## src/rtl/uart_msg_pkg.sv

```systemverilog
// Shared types and default sizing for the UART message arbiter slice.
// Latency: n/a (declarations only).
// Backpressure: n/a (declarations only).
package uart_msg_pkg;

  // Default geometry: 8-bit characters, 16-character messages.
  localparam int N_DEF      = 8;
  localparam int M_DEF      = 128;
  localparam int NCHAR      = M_DEF / N_DEF;
  localparam int IDX_W      = $clog2(NCHAR);
  localparam int ACK_TO_DEF = 1023;
  localparam int TO_W       = $clog2(ACK_TO_DEF + 1);

  typedef enum logic [2:0] {
    ST_IDLE,
    ST_CHECK,
    ST_WAIT_HI,
    ST_WAIT_LO,
    ST_DONE
  } state_t;

  // Keeps derived vector widths legal when a parameter collapses to 1.
  function automatic int safe_w(input int w);
    return (w < 1) ? 1 : w;
  endfunction

endpackage

```

## src/rtl/uart_msg_arbiter_rr.sv

```systemverilog
// Combinational round-robin pick: first set request at or after ptr, wrapping.
// Latency: zero cycles (pure combinational).
// Backpressure: none; the pointer register lives in the parent.
// Ports: req (request levels), ptr (search start), pick_oh (one-hot winner),
//        pick_idx (encoded winner), pick_vld (any request present).
module rr_arbiter
  import uart_msg_pkg::*;
#(
  parameter int NREQ  = 4,
  parameter int PTR_W = 2
) (
  input  logic [NREQ-1:0]  req,
  input  logic [PTR_W-1:0] ptr,
  output logic [NREQ-1:0]  pick_oh,
  output logic [PTR_W-1:0] pick_idx,
  output logic             pick_vld
);

  always_comb begin
    pick_oh  = '0;
    pick_idx = '0;
    pick_vld = 1'b0;
    // Walk NREQ positions starting at ptr; the first hit wins.
    for (int k = 0; k < NREQ; k++) begin
      if (!pick_vld && req[(int'(ptr) + k) % NREQ]) begin
        pick_vld                           = 1'b1;
        pick_oh[(int'(ptr) + k) % NREQ]    = 1'b1;
        pick_idx                           = PTR_W'((int'(ptr) + k) % NREQ);
      end
    end
  end

endmodule

```

## src/rtl/uart_msg_arbiter.sv

```systemverilog
// Shares one UART TX among NREQ message sources; round-robin grant, NUL bytes skipped.
// Latency: grant one edge after req is seen in IDLE, first non-NUL enable one edge later.
// Backpressure: each char waits for busy to rise (or ACK_TO cycles) and then fall.
// Ports: clk/reset (sync, active-low); req, msg (flattened, source i at msg[i*M +: M],
//        MSB byte first); busy from TX; enable/bus to TX; grant (one-hot owner);
//        done (one-cycle pulse on the owner bit at message end).
module uart_msg_arbiter
  import uart_msg_pkg::*;
#(
  parameter int N      = N_DEF,
  parameter int M      = M_DEF,
  parameter int NREQ   = 4,
  parameter int ACK_TO = ACK_TO_DEF
) (
  input  logic              clk,
  input  logic              reset,
  input  logic [NREQ-1:0]   req,
  input  logic [NREQ*M-1:0] msg,
  input  logic              busy,
  output logic              enable,
  output logic [N-1:0]      bus,
  output logic [NREQ-1:0]   grant,
  output logic [NREQ-1:0]   done
);

  localparam int NCHAR = M / N;
  localparam int IDX_W = safe_w($clog2(NCHAR));
  localparam int TO_W  = safe_w($clog2(ACK_TO + 1));
  localparam int PTR_W = safe_w($clog2(NREQ));

  localparam logic [IDX_W-1:0] LAST_IDX = IDX_W'(NCHAR - 1);
  localparam logic [TO_W-1:0]  TO_MAX   = TO_W'(ACK_TO);
  localparam logic [PTR_W-1:0] LAST_SRC = PTR_W'(NREQ - 1);

  state_t             state, state_nxt;
  logic [M-1:0]       shreg;
  logic [IDX_W-1:0]   idx;
  logic [TO_W-1:0]    to_cnt;
  logic [PTR_W-1:0]   ptr;
  logic [PTR_W-1:0]   owner;
  logic               to_seen;   // sticky: some char was released by timeout

  logic [NREQ-1:0]    pick_oh;
  logic [PTR_W-1:0]   pick_idx;
  logic               pick_vld;
  logic [M-1:0]       msg_arr [NREQ];

  // FSM control strobes
  logic ld_msg, adv, send, fin, to_hit, cnt_inc;

  logic [N-1:0] top_char;
  logic         top_nul;
  logic         last_char;

  assign top_char  = shreg[M-1 -: N];
  assign top_nul   = (top_char == '0);
  assign last_char = (idx == LAST_IDX);

  for (genvar g = 0; g < NREQ; g++) begin : g_msg
    assign msg_arr[g] = msg[g*M +: M];
  end

  rr_arbiter #(
    .NREQ  (NREQ),
    .PTR_W (PTR_W)
  ) u_rr (
    .req      (req),
    .ptr      (ptr),
    .pick_oh  (pick_oh),
    .pick_idx (pick_idx),
    .pick_vld (pick_vld)
  );

  always_ff @(posedge clk) begin
    if (!reset) state <= ST_IDLE;
    else        state <= state_nxt;
  end

  always_comb begin
    state_nxt = state;
    ld_msg    = 1'b0;
    adv       = 1'b0;
    send      = 1'b0;
    fin       = 1'b0;
    to_hit    = 1'b0;
    cnt_inc   = 1'b0;
    case (state)
      ST_IDLE: begin
        if (pick_vld) begin
          ld_msg    = 1'b1;
          state_nxt = ST_CHECK;
        end
      end
      ST_CHECK: begin
        if (top_nul) begin
          if (last_char) begin
            fin       = 1'b1;
            state_nxt = ST_DONE;
          end else begin
            adv = 1'b1;
          end
        end else begin
          send      = 1'b1;
          state_nxt = ST_WAIT_HI;
        end
      end
      ST_WAIT_HI: begin
        if (busy) begin
          state_nxt = ST_WAIT_LO;
        end else if (to_cnt == TO_MAX) begin
          to_hit    = 1'b1;
          state_nxt = ST_WAIT_LO;
        end else begin
          cnt_inc = 1'b1;
        end
      end
      ST_WAIT_LO: begin
        if (!busy) begin
          if (last_char) begin
            fin       = 1'b1;
            state_nxt = ST_DONE;
          end else begin
            adv       = 1'b1;
            state_nxt = ST_CHECK;
          end
        end
      end
      ST_DONE:  state_nxt = ST_IDLE;
      default:  state_nxt = ST_IDLE;
    endcase
  end

  // Outputs are registered; done and the grant drop are launched on the
  // edge entering DONE so both are visible during the DONE cycle.
  always_ff @(posedge clk) begin
    if (!reset) begin
      enable  <= 1'b0;
      bus     <= '0;
      grant   <= '0;
      done    <= '0;
      ptr     <= '0;
      owner   <= '0;
      shreg   <= '0;
      idx     <= '0;
      to_cnt  <= '0;
      to_seen <= 1'b0;
    end else begin
      enable <= send;
      done   <= '0;
      if (ld_msg) begin
        grant <= pick_oh;
        owner <= pick_idx;
        shreg <= msg_arr[pick_idx];
        idx   <= '0;
      end
      if (adv) begin
        shreg <= shreg << N;
        idx   <= idx + IDX_W'(1);
      end
      if (send) begin
        bus    <= top_char;
        to_cnt <= '0;
      end
      if (cnt_inc) to_cnt  <= to_cnt + TO_W'(1);
      if (to_hit)  to_seen <= 1'b1;
      if (fin) begin
        done  <= grant;
        grant <= '0;
      end
      if (state == ST_DONE) ptr <= (owner == LAST_SRC) ? '0 : owner + PTR_W'(1);
    end
  end

endmodule

```

## config.mk

```make
export PLATFORM = sky130hd
export DESIGN_NAME = uart_msg_arbiter
export DESIGN_NICKNAME = d
export VERILOG_FILES = /design/src/rtl/uart_msg_pkg.sv /design/src/rtl/uart_msg_arbiter_rr.sv /design/src/rtl/uart_msg_arbiter.sv
export SDC_FILE = /design/constraint.sdc
export NUM_CORES = 1
export LEC_CHECK = 0
export ABC_AREA = 0
export CORE_AREA = 2 2 206 208
export DETAILED_ROUTE_END_ITERATION = 10
export DIE_AREA = 0 0 208 210
export GPL_ROUTABILITY_DRIVEN = 0
export GPL_TIMING_DRIVEN = 1
export PLACE_DENSITY = 0.54
export SLEW_MARGIN = 25
export SYNTH_ARGS = -nofsm -noshare
export SYNTH_HDL_FRONTEND = slang
export SYNTH_HIERARCHICAL = 1
export SYNTH_SLANG_ARGS = --single-unit
export TNS_END_PERCENT = 30
```

## constraint.sdc

```tcl
create_clock -name clk -period 9 [get_ports clk]
set_clock_uncertainty 0.2 [all_clocks]
set_input_delay 1.8 -clock clk [delete_from_list [all_inputs] [get_ports clk]]
set_output_delay 1.8 -clock clk [all_outputs]
set_load 0.1 [all_outputs]
```

### Word level (Yosys, flattened, before mapping)

Cells that the tools add are included.

* word-level logic and storage cells: 130
* input port bits: 519
* register bits after elaboration: 166
* output and inout bits: 17

* equality and inequality tests: 11
* mux-type cells: 64
* bitwise gates (word level): 8
* reductions and logical operators: 21
* add/subtract/negate cells: 6
* order comparisons: 9

Operators with widths (number)
* $mux 128: 4
* $bmux 128 s2: 1
* $mux 1: 28
* $mux 4: 6
* $mux 3: 7
* $mux 10: 2
* $lt 3x4->1 const B: 3
* $or 4x4->4: 3
* $pmux 3 s4: 1
* $add 10x1->10 const B: 1
* $eq 10x10->1 const B: 1
* $mux 2: 5
* $reduce_or 2->1: 5
* $ge 3x1->1 const B: 3
* $bmux 1 s2: 4
* $demux 1 s2: 4
* $logic_not 8->1: 1
* $logic_and 1x1->1: 7
* $eq 3x2->1 const B: 2
* $ne 3x3->1 const B: 2
* $add 2x1->2 const B: 2
* $add 2x2->2 const B: 2
* $add 4x1->4 const B: 1
* $eq 4x4->1 const B: 1
* 16 further kinds: 23

### Depth between registers and ports, before layout

* word-level depth: 20
* gate-level depth with buffers: 13
* gate-level depth less buffers: 9

### Hierarchy

The synthesis kept the hierarchy.

Modules (own cells, without submodules)
* uart_msg_arbiter: area each 10375.0 sq um, times used 1, cells an instance 1081
* rr_arbiter: area each 419.2 sq um, times used 1, cells an instance 45

### Least setup slack after synthesis

No wires, ideal clock.

* kind: input to register
* start: input port req[3]
* end: register shreg[83]
* library setup time: 133 ps
* slack: 4516 ps
* data arrival time: 4150 ps
* path buffers: 3
* cell stages on the path: 8
* required time: 8667 ps
* path through: mux4_2 > clkbuf_1 > o31ai_1 > buf_2 > buf_2 > mux4_2 > nand2_1 > a311oi_1

* cells in the longest elaborated chain, start to end: 18
* elaborated cells on any way between the ends: 34
* those cells by class: 26 x mux; 1 x bitwise; 7 x reduce/logical

RTL lines
* start: declaration: RTL line uart_msg_arbiter.sv:17 `input logic [NREQ-1:0] req,`
* $bmux 1 s2: RTL line uart_msg_arbiter_rr.sv:25 `if (!pick_vld && req[(int'(ptr) + k) % NREQ]) begin`
* $mux 1 (implied by the code): RTL line uart_msg_arbiter_rr.sv:25
* $mux 1: RTL line uart_msg_arbiter_rr.sv:25
* $logic_not 1->1: RTL line uart_msg_arbiter_rr.sv:25
* $logic_and 1x1->1: RTL line uart_msg_arbiter_rr.sv:25
* $mux 1: RTL line uart_msg_arbiter_rr.sv:25
* $logic_not 1->1: RTL line uart_msg_arbiter_rr.sv:25
* $logic_and 1x1->1: RTL line uart_msg_arbiter_rr.sv:25
* [... 2 more ...]
* $logic_and 1x1->1: RTL line uart_msg_arbiter_rr.sv:25
* $mux 2 *: RTL line uart_msg_arbiter_rr.sv:25
* named net pick_idx[0]: RTL line uart_msg_arbiter.sv:44 `logic [PTR_W-1:0] pick_idx;`
* $not 2->3 (implied by the code) *: RTL line uart_msg_arbiter.sv:153 `shreg <= msg_arr[pick_idx];`
* $bmux 128 s2 *: RTL line uart_msg_arbiter.sv:153
* $mux 128 (implied by the code) * (2 in series): RTL line uart_msg_arbiter.sv:153
* $mux 128 *: RTL line uart_msg_arbiter.sv:150 `if (ld_msg) begin`
* $mux 128 *: RTL line uart_msg_arbiter.sv:156 `if (adv) begin`
* end signal: assignment: RTL line uart_msg_arbiter.sv:153
* end signal: assignment: RTL line uart_msg_arbiter.sv:157 `shreg <= shreg << N;`
* end: declaration: RTL line uart_msg_arbiter.sv:36 `logic [M-1:0] shreg;`

Mark *: on every way through the listed nets, which the timed path passes. The rest lies on a longest branch. The select of a mux whose other input is x is not followed.
A chain may end at the register's enable or synchronous reset.

### Worst setup path in the final report

* start: input port req[3]
* end: register shreg[25]

* elaborated cells on any way between the ends: 34
* those cells by class: 26 x mux; 1 x bitwise; 7 x reduce/logical

RTL lines
* $bmux 1 s2: RTL line uart_msg_arbiter_rr.sv:25
* $mux 1 (implied by the code): RTL line uart_msg_arbiter_rr.sv:25
* $mux 1: RTL line uart_msg_arbiter_rr.sv:25
* $logic_not 1->1: RTL line uart_msg_arbiter_rr.sv:25
* $logic_and 1x1->1: RTL line uart_msg_arbiter_rr.sv:25
* $mux 1: RTL line uart_msg_arbiter_rr.sv:25
* $logic_not 1->1: RTL line uart_msg_arbiter_rr.sv:25
* $logic_and 1x1->1: RTL line uart_msg_arbiter_rr.sv:25
* $mux 1: RTL line uart_msg_arbiter_rr.sv:25
* $logic_not 1->1: RTL line uart_msg_arbiter_rr.sv:25
* $logic_and 1x1->1: RTL line uart_msg_arbiter_rr.sv:25
* $mux 1 *: RTL line uart_msg_arbiter_rr.sv:25
* named net pick_vld: RTL line uart_msg_arbiter.sv:45 `logic pick_vld;`
* $mux 1 *: RTL line uart_msg_arbiter.sv:89 `if (pick_vld) begin`
* $mux 1 *: RTL line uart_msg_arbiter.sv:87 `case (state)`
* $reduce_bool 2->1 (no source line) *

Marks and branches as above.

==> results.sh <==
export IMPL_syn_area_mm2=0.0108
export IMPL_cts_resized=0
export IMPL_peakVddDrop_mv=0.225
export IMPL_drive_gt1_share_pct=12.2
export IMPL_dieWidth_um=208
export IMPL_cts_tree="done"
export IMPL_die_area_mm2=0.0437
export IMPL_powerDensity_mw_per_mm2=236
export IMPL_route_met3_wl_um=2290
export IMPL_wire_per_inst_um=21.1
export IMPL_clock_sinks=166
export IMPL_initial_utilization_pct=26.0
export IMPL_grt_max_degree=80
export IMPL_ys_async_sr_fraction_pct=0
export IMPL_antenna_cells=0
export IMPL_wl_um=44700
export IMPL_holdPathStages=2
export IMPL_synth_edf_count=0
export IMPL_cts_buffer_depth=2
export IMPL_synth_cells=1126
export IMPL_max_cap_violations=0
export IMPL_postCtsSetupBuffers=0
export IMPL_synth_top_family_by_area="multiplexers"
export IMPL_min_path_type="reg2reg"
export IMPL_ys_seq_elements=166
export IMPL_critPathArrivalTime_ps=5510
export IMPL_status="finished, final reports clean"
export IMPL_highest_layer="met4"
export IMPL_most_common_layout_cells="clkdlybuf4s50_1, nand2_1, dfxtp_1, mux4_2, nor3_1"
export IMPL_h_tree_depth=4
export IMPL_layout_worst_path_cycle_share_pct=59.6
export IMPL_finalHoldViolations=0
export IMPL_cts_root_buffer="clkbuf_16"
export IMPL_cts_hold_buf=0
export IMPL_grt_setup_unrepaired="false"
export IMPL_ff2ff_path_depth=9
export IMPL_synth_nets=1653
export IMPL_finalMaxSlewViolations=0
export IMPL_critPathCapture="shreg[25]$_SDFFE_PN0P_"
export IMPL_worst_slew_pin_slew_ps=1010
export IMPL_met2_length_um=22900
export IMPL_fin_crit_ps=5370
export IMPL_pre_cts_slack_ps=3170
export IMPL_antenna_found_initial=0
export IMPL_final_common_cell="clkdlybuf4s50_1"
export IMPL_syn_avg_cell_area_um2=9.59
export IMPL_synth_xor_area_share_pct=0
export IMPL_fp_dieH_um=210
export IMPL_start_kind="input pin"
export IMPL_clkLatencyLatePin_ps=440
export IMPL_finalNetCount=2096
export IMPL_yosys_warnings=6
export IMPL_grt_overflow=0
export IMPL_synth_cell_type_count=51
export IMPL_crit_type="in2reg"
export IMPL_grt_use_total_pct=19.8
export IMPL_r2r_start="ptr[0]$_SDFFE_PN0N_"
export IMPL_pin_count=536
export IMPL_fp_row_count=75
export IMPL_yosysSeqAreaShare_pct=30.8
export IMPL_drtIter0Drc=734
export IMPL_setup_violations=0
export IMPL_synthMuxAreaShare_pct=28.1
export IMPL_final_setup_tns_ps=0
export IMPL_met1_length_um=18800
export IMPL_area_growth_pct=57.8
export IMPL_placement_cell_area_mm2=0.0164
export IMPL_crit_required_ps=9140
export IMPL_worst_slack_ps=3630
export IMPL_maxSlewHeadroom_pct=32.6
export IMPL_synthFlopType="dfxtp_1"
export IMPL_numPortBuffers=535
export IMPL_path_max_fanout=72
export IMPL_synth_compound_area_share_pct=14.7
export IMPL_vias_per_cell=5.27
export IMPL_total_leakage_power_nw=5.64
export IMPL_cp_end_kind="register"
export IMPL_grt_pass1_vias=11672
export IMPL_synthAdderAreaFrac_pct=0.927
export IMPL_r2r_end="shreg[25]$_SDFFE_PN0P_"
export IMPL_grt_pass1_wl_um=67600
export IMPL_cts_inserted_buffers=17
export IMPL_hpwl_um=33800
export IMPL_first_pass_iters=5
export IMPL_reg2reg_slack_ps=4430
export IMPL_via_count=11176
export IMPL_ant_nets=0
export IMPL_synthSimpleGateAreaFrac_pct=19.8
export IMPL_drc_errors=0
export IMPL_clk_pin_slew_ps=70
export IMPL_coreArea_mm2=0.0415
export IMPL_clock_fmax_mhz=186
export IMPL_critPathLaunch="req[3]"
export IMPL_fin_area_mm2=0.0170
==> cells by family after synthesis <==
group	after synthesis
simple gates	483
compound gates	202
buf+inv	130
fa+ha+maj	8
flops	166
mux	137
==> worst max-delay path: stages <==
cell	delay, ps
clkdlybuf4s50_1	480
mux4_2	660
nor3_1	360
nand2b_1	250
nand3_4	640
buf_4	740
nand2_1	110
a311oi_1	300
==> synthesized netlist by cell type, types with 3 or more instances <==
cell,instances,area (µm²)
nand2_1,298,1120
dfxtp_1,166,3320
nor2_1,12,45.0
mux2i_1,3,30.0
nand3_1,11,55.1
nor4b_1,3,26.3
and2_1,5,31.3
buf_6,12,135
buf_2,28,140
nor2b_1,5,31.3
and3_1,4,25.0
inv_1,6,22.5
nor3_1,123,616
mux4_2,130,2930
a311oi_1,122,1070
or3_1,4,25.0
ha_1,8,100
o21ai_0,15,75.1
nor3b_1,3,22.5
o31ai_1,3,22.5
buf_1,5,18.8
clkbuf_1,78,293
o211ai_1,7,52.6
a21oi_1,32,160
a22oi_1,8,60.1
==> registers in the layout, indices dropped and copies added (netlist names) <==
name / cells
grant: 4
enable: 1
done: 4
idx: 4
bus: 8
owner: 2
state: 3
to_cnt: 10
shreg: 128
ptr: 2
==> how the worst min path moves through the flow <==
stage                                      from               endpoint  slack (ps)
after floorplan           shreg[0]$_SDFFE_PP0P_  shreg[0]$_SDFFE_PP0P_         240
after global placement    owner[1]$_SDFFE_PN0P_  owner[1]$_SDFFE_PN0P_         250
after detailed placement  shreg[1]$_SDFFE_PP0P_  shreg[1]$_SDFFE_PP0P_         250
after CTS                 shreg[1]$_SDFFE_PP0P_  shreg[1]$_SDFFE_PP0P_         260
after global routing        bus[1]$_SDFFE_PN0P_    bus[1]$_SDFFE_PN0P_         280
final                     shreg[1]$_SDFFE_PP0P_  shreg[1]$_SDFFE_PP0P_         260
==> stage by stage <==
step	std cells	total power, mW	utilization, %	hold slack, ps
2_1_floorplan	1126	2.59	-	237
3_3_place_gp	2089	3.25	39.6	251
3_5_place_dp	2089	3.26	39.6	253
4_1_cts	2119	4.06	41.1	263
5_1_grt	2119	4.30	41.1	284
6_report	2119	4.02	41.1	260
==> power breakdown <==
group / total [mW] / internal [mW] / switching, mW
Combinational: 1.94 / 0.724 / 1.22
Sequential: 1.28 / 1.06 / 0.222
Clock: 0.797 / 0.471 / 0.326
==> final cells by class <==
cell class                      instances  area [µm²]
Clock inverter                         11         175
Multi-Input combinational cell        830        6920
Sequential cell                       166        3320
Timing Repair Buffer                  548        5480
Tap cell                              539         674
Inverter                                6        25.0
Fill cell                            4188       24400
Clock buffer                           19         443
==> metal layers <==
metal	vias to the layer above	GRT usage (%)
li1	5231	-
met1	5527	25.5
met2	376	34.5
met3	42	3.65
met4	0	4.65
met5	-	0
Note: power is estimated with default switching activity, not from simulation.
